File: config.mk
export PLATFORM = sky130hd
export DESIGN_NAME = bcrypt_cmp_config_mc
export DESIGN_NICKNAME = d
export VERILOG_FILES = /design/src/rtl/bcrypt_cmp_cfg_pkg.sv /design/src/rtl/bcrypt_cfg_ctx_ram.sv /design/src/rtl/bcrypt_cmp_config_mc.sv
export SDC_FILE = /design/constraint.sdc
export NUM_CORES = 1
export LEC_CHECK = 0
export CAP_MARGIN = 20
export CORE_MARGIN = 8
export CORE_UTILIZATION = 35
export CTS_CLUSTER_DIAMETER = 120
export DETAILED_ROUTE_END_ITERATION = 16
export PLACE_DENSITY_LB_ADDON = 0.25
export SKIP_LAST_GASP = 1
export SLEW_MARGIN = 30
export SYNTH_ARGS = -nofsm -noshare
export SYNTH_HDL_FRONTEND = slang
export SYNTH_HIERARCHICAL = 1
export SYNTH_SLANG_ARGS = --single-unit
File: constraint.sdc
create_clock -name i_clk -period 8.66 [get_ports i_clk]
set_input_delay 0.866 -clock i_clk [delete_from_list [all_inputs] [get_ports i_clk]]
set_output_delay 0.866 -clock i_clk [all_outputs]
set_load 0.02 [all_outputs]
File: src/rtl/bcrypt_cmp_cfg_pkg.sv
// Shared types and constants for the bcrypt comparator-config parser.
// Holds the parser states, error codes, magic byte and subtype characters.
package bcrypt_cmp_cfg_pkg;

    typedef enum logic [3:0] {
        ST_SALT,
        ST_SUBTYPE,
        ST_ITER,
        ST_HCNT0,
        ST_HCNT1,
        ST_CMP_DATA,
        ST_WAIT,
        ST_MAGIC,
        ST_ERROR
    } cfg_state_t;

    localparam logic [2:0] ERR_NONE       = 3'd0;
    localparam logic [2:0] ERR_SUBTYPE    = 3'd1;
    localparam logic [2:0] ERR_ITER       = 3'd2;
    localparam logic [2:0] ERR_HCNT_RANGE = 3'd3;
    localparam logic [2:0] ERR_MAGIC      = 3'd4;
    localparam logic [2:0] ERR_HCNT_ZERO  = 3'd5;
    localparam logic [2:0] ERR_HCNT_NOCMP = 3'd6;

    localparam logic [7:0] CFG_MAGIC = 8'hCC;

    localparam logic [7:0] SUB_A = 8'h61;
    localparam logic [7:0] SUB_B = 8'h62;
    localparam logic [7:0] SUB_X = 8'h78;
    localparam logic [7:0] SUB_Y = 8'h79;

    function automatic logic is_valid_subtype(input logic [7:0] c);
        return (c == SUB_A) || (c == SUB_B) || (c == SUB_X) || (c == SUB_Y);
    endfunction

endpackage

File: src/rtl/bcrypt_cfg_ctx_ram.sv
// Context store: NUM_CTX banks of 16 x 32-bit words.
// One synchronous write port and one asynchronous read port.
module bcrypt_cfg_ctx_ram #(
    parameter int NUM_CTX = 2,
    parameter int CTX_W   = 1
) (
    input  logic             i_clk,
    input  logic             i_we,
    input  logic [CTX_W-1:0] i_wr_ctx,
    input  logic [3:0]       i_wr_addr,
    input  logic [31:0]      i_wr_data,
    input  logic [CTX_W-1:0] i_rd_ctx,
    input  logic [3:0]       i_rd_addr,
    output logic [31:0]      o_rd_data
);

    logic [31:0] r_mem [NUM_CTX][16];

    always_ff @(posedge i_clk) begin
        if (i_we) begin
            r_mem[i_wr_ctx][i_wr_addr] <= i_wr_data;
        end
    end

    assign o_rd_data = r_mem[i_rd_ctx][i_rd_addr];

endmodule

File: src/rtl/bcrypt_cmp_config_mc.sv
// Multi-context cmp_config packet parser: fills a shadow context from the byte
// stream and commits it as the active context on the consumer's handshake.
module bcrypt_cmp_config_mc
    import bcrypt_cmp_cfg_pkg::*;
#(
    parameter int NUM_CTX      = 2,
    parameter int SALT_WORDS   = 4,
    parameter int HASH_CNT_W   = 16,
    parameter int HASH_NUM_MAX = 512,
    parameter int CMP_AW       = 11,
    parameter int SETTING_MAX  = 19,
    localparam int CTX_W       = (NUM_CTX > 1) ? $clog2(NUM_CTX) : 1
) (
    input  logic                  i_clk,
    input  logic                  i_rst_n,
    input  logic [7:0]            i_din,
    input  logic                  i_wr_en,
    output logic                  o_full,
    output logic                  o_error,
    output logic [2:0]            o_err_code,
    input  logic                  i_err_clr,
    input  logic                  i_mode_cmp,
    output logic                  o_new_cmp_config,
    input  logic                  i_cmp_config_applied,
    output logic [HASH_CNT_W-1:0] o_hash_count,
    output logic [CMP_AW-1:0]     o_cmp_wr_addr,
    output logic                  o_cmp_wr_en,
    output logic [7:0]            o_cmp_din,
    input  logic [CTX_W-1:0]      i_rd_ctx,
    input  logic [3:0]            i_addr,
    output logic [31:0]           o_dout,
    output logic [CTX_W-1:0]      o_active_ctx,
    output logic                  o_sign_extension_bug
);

    localparam logic [5:0]  SALT_LAST     = 6'(4 * SALT_WORDS - 1);
    localparam logic [3:0]  LAST_RD_ADDR  = 4'(SALT_WORDS);
    localparam logic [15:0] HNUM_MAX      = 16'(HASH_NUM_MAX);
    localparam logic [CTX_W-1:0] LAST_CTX = CTX_W'(NUM_CTX - 1);

    cfg_state_t r_state;
    cfg_state_t w_next_state;

    logic [5:0]            r_byte_cnt;
    logic [23:0]           r_acc;
    logic                  r_iter_ovf;
    logic                  r_shadow_bug;
    logic [HASH_CNT_W-1:0] r_hash_count;
    logic [CMP_AW-1:0]     r_cmp_wr_addr;
    logic [CMP_AW-1:0]     r_cmp_last;
    logic                  r_cmp_wr_en;
    logic [7:0]            r_cmp_din;
    logic [2:0]            r_err_code;
    logic [CTX_W-1:0]      r_active_ctx;
    logic                  r_sign_ext_bug;

    logic                  w_take;
    logic [31:0]           w_word;
    logic [15:0]           w_hcnt;
    logic [CMP_AW-1:0]     w_cmp_next_addr;
    logic [CTX_W-1:0]      w_shadow_ctx;
    logic                  w_set_err;
    logic [2:0]            w_err_val;
    logic                  w_ram_we;
    logic [3:0]            w_ram_addr;
    logic [31:0]           w_ram_rd;

    assign o_full           = (r_state == ST_WAIT) || (r_state == ST_ERROR);
    assign o_error          = (r_state == ST_ERROR);
    assign o_new_cmp_config = (r_state == ST_WAIT);
    assign w_take           = i_wr_en & ~o_full;
    assign w_word           = {i_din, r_acc};
    assign w_hcnt           = {i_din, r_hash_count[7:0]};
    assign w_cmp_next_addr  = r_cmp_wr_addr + CMP_AW'(1);
    assign w_shadow_ctx     = (r_active_ctx == LAST_CTX) ? '0 : r_active_ctx + CTX_W'(1);

    always_ff @(posedge i_clk or negedge i_rst_n) begin
        if (!i_rst_n) begin
            r_state <= ST_SALT;
        end else begin
            r_state <= w_next_state;
        end
    end

    always_comb begin
        w_next_state = r_state;
        w_set_err    = 1'b0;
        w_err_val    = ERR_NONE;
        w_ram_we     = 1'b0;
        w_ram_addr   = '0;
        case (r_state)
            ST_SALT: begin
                if (w_take) begin
                    if (r_byte_cnt[1:0] == 2'd3) begin
                        w_ram_we   = 1'b1;
                        w_ram_addr = r_byte_cnt[5:2] + 4'd1;
                    end
                    if (r_byte_cnt == SALT_LAST) begin
                        w_next_state = ST_SUBTYPE;
                    end
                end
            end
            ST_SUBTYPE: begin
                if (w_take) begin
                    if (is_valid_subtype(i_din)) begin
                        w_next_state = ST_ITER;
                    end else begin
                        w_set_err = 1'b1;
                        w_err_val = ERR_SUBTYPE;
                    end
                end
            end
            ST_ITER: begin
                if (w_take && (r_byte_cnt[1:0] == 2'd3)) begin
                    w_ram_we     = 1'b1;
                    w_ram_addr   = 4'd0;
                    w_next_state = ST_HCNT0;
                end
            end
            ST_HCNT0: begin
                if (w_take) begin
                    if (r_iter_ovf) begin
                        w_set_err = 1'b1;
                        w_err_val = ERR_ITER;
                    end else begin
                        w_next_state = ST_HCNT1;
                    end
                end
            end
            ST_HCNT1: begin
                if (w_take) begin
                    if (i_mode_cmp) begin
                        if (w_hcnt == 16'd0) begin
                            w_set_err = 1'b1;
                            w_err_val = ERR_HCNT_ZERO;
                        end else if (w_hcnt > HNUM_MAX) begin
                            w_set_err = 1'b1;
                            w_err_val = ERR_HCNT_RANGE;
                        end else begin
                            w_next_state = ST_CMP_DATA;
                        end
                    end else if (i_din != 8'd0) begin
                        w_set_err = 1'b1;
                        w_err_val = ERR_HCNT_NOCMP;
                    end else begin
                        w_next_state = ST_WAIT;
                    end
                end
            end
            ST_CMP_DATA: begin
                if (w_take && (w_cmp_next_addr == r_cmp_last)) begin
                    w_next_state = ST_WAIT;
                end
            end
            ST_WAIT: begin
                if (i_cmp_config_applied) begin
                    w_next_state = ST_MAGIC;
                end
            end
            ST_MAGIC: begin
                if (w_take) begin
                    if (i_din == CFG_MAGIC) begin
                        w_next_state = ST_SALT;
                    end else begin
                        w_set_err = 1'b1;
                        w_err_val = ERR_MAGIC;
                    end
                end
            end
            ST_ERROR: begin
                if (i_err_clr) begin
                    w_next_state = ST_SALT;
                end
            end
            default: w_next_state = ST_SALT;
        endcase
        if (w_set_err) begin
            w_next_state = ST_ERROR;
        end
    end

    // Datapath: byte assembly, hash count, comparator write port and context commit.
    always_ff @(posedge i_clk or negedge i_rst_n) begin
        if (!i_rst_n) begin
            r_byte_cnt     <= '0;
            r_acc          <= '0;
            r_iter_ovf     <= 1'b0;
            r_shadow_bug   <= 1'b0;
            r_hash_count   <= '0;
            r_cmp_wr_addr  <= '1;
            r_cmp_last     <= '0;
            r_cmp_wr_en    <= 1'b0;
            r_cmp_din      <= '0;
            r_err_code     <= ERR_NONE;
            r_active_ctx   <= '0;
            r_sign_ext_bug <= 1'b0;
        end else begin
            r_cmp_wr_en <= 1'b0;
            if (w_set_err) begin
                r_err_code <= w_err_val;
            end
            case (r_state)
                ST_SALT: begin
                    if (w_take) begin
                        r_acc      <= w_word[31:8];
                        r_byte_cnt <= (r_byte_cnt == SALT_LAST) ? 6'd0 : r_byte_cnt + 6'd1;
                    end
                end
                ST_SUBTYPE: begin
                    if (w_take) begin
                        r_shadow_bug <= (i_din == SUB_X);
                    end
                end
                ST_ITER: begin
                    if (w_take) begin
                        r_acc <= w_word[31:8];
                        if (r_byte_cnt[1:0] == 2'd3) begin
                            r_byte_cnt <= 6'd0;
                            r_iter_ovf <= |w_word[31:SETTING_MAX+1];
                        end else begin
                            r_byte_cnt <= r_byte_cnt + 6'd1;
                        end
                    end
                end
                ST_HCNT0: begin
                    if (w_take) begin
                        r_hash_count <= HASH_CNT_W'(i_din);
                    end
                end
                ST_HCNT1: begin
                    if (w_take) begin
                        r_hash_count <= HASH_CNT_W'(w_hcnt);
                        if (w_next_state == ST_CMP_DATA) begin
                            r_cmp_wr_addr <= '1;
                            r_cmp_last    <= CMP_AW'({w_hcnt, 2'b00} - 18'd1);
                        end
                    end
                end
                ST_CMP_DATA: begin
                    if (w_take) begin
                        r_cmp_wr_en   <= 1'b1;
                        r_cmp_din     <= i_din;
                        r_cmp_wr_addr <= w_cmp_next_addr;
                    end
                end
                ST_WAIT: begin
                    if (i_cmp_config_applied) begin
                        r_active_ctx   <= w_shadow_ctx;
                        r_sign_ext_bug <= r_shadow_bug;
                    end
                end
                ST_ERROR: begin
                    if (i_err_clr) begin
                        r_err_code <= ERR_NONE;
                        r_byte_cnt <= 6'd0;
                    end
                end
                default: ;
            endcase
        end
    end

    bcrypt_cfg_ctx_ram #(
        .NUM_CTX (NUM_CTX),
        .CTX_W   (CTX_W)
    ) u_ctx_ram (
        .i_clk     (i_clk),
        .i_we      (w_ram_we),
        .i_wr_ctx  (w_shadow_ctx),
        .i_wr_addr (w_ram_addr),
        .i_wr_data (w_word),
        .i_rd_ctx  (i_rd_ctx),
        .i_rd_addr (i_addr),
        .o_rd_data (w_ram_rd)
    );

    // Words past the last salt word are not part of a context and read as zero.
    assign o_dout               = (i_addr <= LAST_RD_ADDR) ? w_ram_rd : 32'd0;
    assign o_err_code           = r_err_code;
    assign o_hash_count         = r_hash_count;
    assign o_cmp_wr_addr        = r_cmp_wr_addr;
    assign o_cmp_wr_en          = r_cmp_wr_en;
    assign o_cmp_din            = r_cmp_din;
    assign o_active_ctx         = r_active_ctx;
    assign o_sign_extension_bug = r_sign_ext_bug;

endmodule
; ---- Yosys cells after proc, flatten, opt, wreduce, memory -nomap -nowiden
; Memories as Yosys holds them, arrays and structs flattened.
; Cells that the tools add are included.
[classes]
addsub = 5
magnitude_cmp = 5
eq_ne = 24
mux = 77
bitwise_logic = 5
reduce_logical = 25
[ops]
columns = op, n
row1 = 2-to-1 mux 512 bit, 1
row2 = binary-select mux 32 bit (select 4 bit), 1
row3 = demux 32 bit (select 4 bit), 1
row4 = 2-to-1 mux 32 bit, 4
row5 = 2-to-1 mux 4 bit, 21
row6 = one-hot mux 4 bit (9 select lines), 1
row7 = 2-to-1 mux 11 bit, 3
row8 = "== test 8 x 7 -> 1 bit, second input constant", 4
row9 = 2-to-1 mux 16 bit, 2
row10 = one-hot mux 16 bit (2 select lines), 1
row11 = 2-to-1 mux 6 bit, 5
row12 = 2-to-1 mux 3 bit, 9
row13 = one-hot mux 11 bit (2 select lines), 1
row14 = "== test 4 x 3 -> 1 bit, second input constant", 5
row15 = 2-to-1 mux 1 bit, 20
row16 = one-hot mux 6 bit (3 select lines), 1
row17 = "> comparator 16 x 10 -> 1 bit, second input constant", 1
row18 = logical NOT 16 bit, 1
row19 = "!= test 2 bit, second input constant", 6
row20 = one-hot mux 3 bit (4 select lines), 1
row21 = AND reduction 3 bit, 4
row22 = OR reduction 12 bit, 1
row23 = "adder 11 x 1 -> 11 bit, second input constant", 1
row24 = == test 11 bit, 1
row25 = 29 further kinds, 45
[word_totals]
regBits = 88
mem_bits_rw = 1024
input_bits = 19
output_inout_bits = 76
memories = 1
[memory_table]
columns = memory, depth, word_bits, rd, rd_clocked_by_memory_dff, wr, line
row1 = u_ctx_ram.r_mem, 2, 512, 1, 0, 1, bcrypt_cfg_ctx_ram.sv:17  ; logic [31:0] r_mem [NUM_CTX][16];

; ---- Logic depth before layout (Yosys ltp)
[logic_depth]
ltp_word = 12
mapped_depth = 9
mapped_depth_nobuf = 8

; ---- By module
; Netlist, hierarchy kept.
[by_module_without_submodules]
columns = mod, n_inst, cells_each, area_each_um2
row1 = bcrypt_cfg_ctx_ram, 1, 2233, 39849.5
row2 = bcrypt_cmp_config_mc, 1, 517, 4865.9

; ---- Worst setup path before layout
; No wires, ideal clock.
[synth_timing]
path_type = in2reg
start = input port i_wr_en
end = memory u_ctx_ram/r_mem[1][160] (netlist bit) (enable)
setup_ps = 421
t_arrival_ps = 3483
required_time_ps = 8239
setup_slack_ps = 4756
stages = 6
path_buffers = 1
cell_sequence = clkbuf_1 -> nand2b_1 -> nor4_1 -> nor2b_1 -> nand3_1 -> nor2_1
[synth_via]
elab_cells_between_ends = 15
[synth_lines]
columns = item, line
row1 = from (decl), bcrypt_cmp_config_mc.sv:17  ; input logic i_wr_en,
row2 = bitwise AND 1 bit *, bcrypt_cmp_config_mc.sv:71  ; assign w_take = i_wr_en & ~o_full;
row3 = logical AND 1 bit, bcrypt_cmp_config_mc.sv:114  ; if (w_take && (r_byte_cnt[1:0] == 2'd3)) begin
row4 = 2-to-1 mux 1 bit, bcrypt_cmp_config_mc.sv:114
row5 = one-hot mux 1 bit (2 select lines) *, bcrypt_cmp_config_mc.sv:91  ; case (r_state)
row6 = net w_ram_we, bcrypt_cmp_config_mc.sv:64  ; logic w_ram_we;
row7 = 2-to-1 mux 1 bit *, bcrypt_cfg_ctx_ram.sv:20  ; if (i_we) begin
row8 = 2-to-1 mux 512 bit (implied by the code) *, bcrypt_cfg_ctx_ram.sv:21  ; r_mem[i_wr_ctx][i_wr_addr] <= i_wr_data;
row9 = to (decl), bcrypt_cfg_ctx_ram.sv:17
; Mark *: on every way through the listed nets, which the timed path passes. The rest lies on a longest branch.

; ---- Worst setup path in the final report
[layout_timing]
start = input port i_addr[1]
end = output port o_dout[18]
[layout_via]
elab_chain_cells = 5
elab_cells_between_ends = 6
[layout_lines]
columns = item, line
row1 = from (decl), bcrypt_cmp_config_mc.sv:30  ; input logic [3:0] i_addr,
row2 = inverter 4 -> 5 bit (implied by the code), bcrypt_cfg_ctx_ram.sv:25  ; assign o_rd_data = r_mem[i_rd_ctx][i_rd_addr];
row3 = binary-select mux 32 bit (select 4 bit), bcrypt_cfg_ctx_ram.sv:25
row4 = 2-to-1 mux 32 bit (implied by the code) (2 in a row), bcrypt_cfg_ctx_ram.sv:25
row5 = net w_ram_rd[18], bcrypt_cmp_config_mc.sv:66  ; logic [31:0] w_ram_rd;
row6 = 2-to-1 mux 32 bit, bcrypt_cmp_config_mc.sv:278  ; assign o_dout = (i_addr <= LAST_RD_ADDR) ? w_ram_rd : 32'd0;
row7 = to (decl), bcrypt_cmp_config_mc.sv:31  ; output logic [31:0] o_dout,
; The timed path passes the listed nets, and every way through them passes these cells. The select of a mux whose other input is x is not followed.

==> results.toml <==
[run_status]
run_status = "finished clean"

[timing]
finalSetupViolCount = 0
timing.setup.tns_ps = 0
whs_ps = 179.1
finalCritPeriodShare_pct = 60.25
fmax_ghz = 0.1917
slew_headroom_pct = 30.44
worst_slew_pin_slew_ps = 1041
finalClockSkew_ps = 18.09
fin_crit_ps = 5218
layout_setup_ws_ps = 3442
grt_setup_unrepaired = "no"
finalHoldViolations = 0
finalMaxSlewViolations = 0

[pwr]
pwr-share-seq_pct = 55.0
p_sw_share_pct = 23.41
combinationalPowerShare_pct = 6.4
power.density_nw_per_um2 = 236.8
irDropWorstVdd_mv = 0.1458
clkPwrFrac_pct = 38.5
p_leak_nw = 17.84
switchingPower_mw = 2.848
intPower_mw = 9.319
power.total_mw = 12.17

[synth]
post-synth-top-area-fraction_pct = 68.77
synth_warnings = 6
yosys.area_share.adder_pct = 0.1959
syn_area_per_cell_um2 = 16.26
synth-main-ff-cell = "edfxtp_1"
synth_compound_gate_area_share_pct = 5.915
ys_seq_elements = 1111
synth_top_family_by_area = "multiplexers"
synthXorXnorAreaFrac_pct = 0.5288
synth-edff-count = 1024
yosys.area_share.simple_pct = 5.468
synth_fp_nets = 2776
yosys.area.top_type = "edfxtp_1"
muxShareOfSynthArea_pct = 12.16
synthCells = 2750
async_flop_share_pct = 7.831
ys_seq_area_share_pct = 73.67
synth_top_cells_by_area = "edfxtp_1 69%, mux2i_1 11%, dfrtp_1 4.3%"
synth_area_um2 = 44720
synth.distinct_cells = 65

[placement]
io_buffers = 94
dp_cells = 4418
pre_cts_slack_ps = 3462
dp_hpwl_mm = 62.60
globalplace.congestion = 0.8206
placed_area_um2 = 47760

[cts]
cts_resized = 0
cts_root_buffer = "clkbuf_16"
cts_buffers = 110
cts_tree = "yes"
clock_path_buffers = 3
clock_latency_ps = 680
clk_pin_slew_ps = 60
cts_sinks = 1111
cts_setup_buffers = 0
cts_max_level = 3
cts_hold_buf = 0

[detailed_routing]
drc = 0
routed_wl_mm = 122.2
vias = 25330
drtIter0Drc = 2543
wl_per_cell_um = 26.41
viasPerCell = 5.474
drtPass1Iterations = 5
drtAntennaViolNets = 0

[die]
dieWidth_um = 373.4
ios = 95
start_util_pct = 35.16
die_h_um = 373.4
core_um2 = 127200
rows = 131
dieArea_um2 = 139500

[worst_setup_path]
cp_cell_sequence = "clkdlybuf4s50_1, and2_4, buf_4, buf_4, a22oi_1, nand3_1, nand3_1, and2_1, clkdlybuf4s50_1"
ff2ff_setup_slack_ps = 4700
ff2ff_path_depth = 8
r2r-end = "u_ctx_ram/r_mem[1][86]$_DFFE_PP_"
cp_data_arrival_time_ps = 4350
max_stage_delay_ps = 710
path_class = "input port to output port"
critPathLaunch = "i_addr[1]"
endpoint_kind = "output port"
slowest_stage = "and2_4"
r2r-start = "r_state[2]$_DFF_PN0_"
critPathCapture = "o_dout[18]"
cp-start-kind = "input port"
worst_ep_required_time_ps = 7790
worstPathMaxFanout = 48

[global_routing]
grt_max_degree = 129
grt_pass1_wl_mm = 175.1
overflow = 0
grt_usage_pct = 16.71
grt_pass1_vias = 25160
antenna_found_initial = 3

[min_path]
hold_path_class = "input port to async pin"

[layout]
instances_no_fill = 4627
final_common_cell = "edfxtp_1"
fin_area_um2 = 51380
syn_to_final_growth_pct = 14.91
fin_nets = 2896
final_cell_mix = "1024 x edfxtp_1, 513 x mux2i_1, 179 x nand2_1"
utilization_pct = 40.40
drive_gt1_share_pct = 11.78

[flow_run]
cap_violations = 0
-- layer usage --
| metal | up-vias | part of all wire (%) | routed length [um] | track usage (%) |
|---|---|---|---|---|
| li1 | 10980 | - | - | - |
| met1 | 13290 | 46 | 55890 | 23.93 |
| met2 | 895 | 46 | 55970 | 26.54 |
| met3 | 164 | 6.4 | 7773 | 2.905 |
| met4 | 0 | 2.1 | 2548 | 3.930 |
| met5 | - | 0 | 0 | 0 |
-- Yosys cell counts, types with 8 or more instances --
cell / instances
nand3_1: 117
buf_6: 17
mux2i_1: 513
xor2_1: 12
buf_2: 38
edfxtp_1: 1024
and2_1: 38
buf_4: 32
dfstp_2: 11
a22o_1: 72
o21ai_0: 26
xnor2_1: 15
nor3_1: 43
inv_1: 11
dfrtp_1: 76
a21oi_1: 115
nor2b_1: 8
nand2_1: 180
nor2_1: 69
nand2b_1: 9
clkbuf_1: 53
a31oi_1: 39
mux2_2: 27
a22oi_1: 96
-- logic make-up (layout without fill, tap and decap cells) --
kind of cell	count (synthesis)	count (layout)
AOI/OAI and AO/OA	390	390
xor gates and xnor gates	27	27
adders and majority gates	7	7
buffers and inverters	164	377
DFF	1111	1111
muxes	540	540
other	0	2
and+or+nand+nor	511	511
-- area by class of cell --
type,instances,area [um2]
flip-flops and latches,1111,32970
multi-input cells,1475,11140
repair buffers,160,1599
clock inverters,59,519.2
inverters,12,45.04
diodes,2,5.005
fillers,11410,75810
clock buffers,146,3022
well taps,1662,2079
-- flip-flops by register name (all words and copies together), names as in the netlist, 3 cells and up --
| register | count |
|---|---|
| o_hash_count | 16 |
| r_cmp_last | 10 |
| o_cmp_din | 8 |
| r_state | 4 |
| o_cmp_wr_addr | 11 |
| r_acc | 24 |
| o_err_code | 3 |
| r_byte_cnt | 6 |
| u_ctx_ram/r_mem | 1024 |
-- critical path: cells and delay by family --
kind                   cells  cell delay, ps
AO/OA/AOI/OAI              1              90
buffers and inverters      4            1990
AND/OR/NAND/NOR            4            1300
-- power groups by stage --
stage                     clock network, mW  logic (mW)  registers [mW]
after floorplan                           0       0.463            6.65
after global placement                    0       0.763            6.78
after detailed placement                  0       0.783            6.82
after CTS                              4.78       0.787            6.70
after global routing                   4.98       0.840            6.75
final                                  4.69       0.782            6.70
-- worst min path at each step --
stage	startpoint	endpoint	slack, ps	cells past startpoint
3_5_place_dp	o_cmp_din[0]$_DFFE_PN0P_	o_cmp_din[0]$_DFFE_PN0P_	460	2
6_report	i_rst_n	r_cmp_last[6]$_DFFE_PN0P_	180	1
5_1_grt	i_rst_n	r_cmp_last[10]$_DFFE_PN0P_	170	1
4_1_cts	i_rst_n	r_cmp_last[6]$_DFFE_PN0P_	150	1
2_1_floorplan	r_shadow_bug$_DFFE_PN0P_	r_shadow_bug$_DFFE_PN0P_	450	2
3_3_place_gp	o_cmp_din[5]$_DFFE_PN0P_	o_cmp_din[5]$_DFFE_PN0P_	460	2
Power figures use the tool's default switching activity.
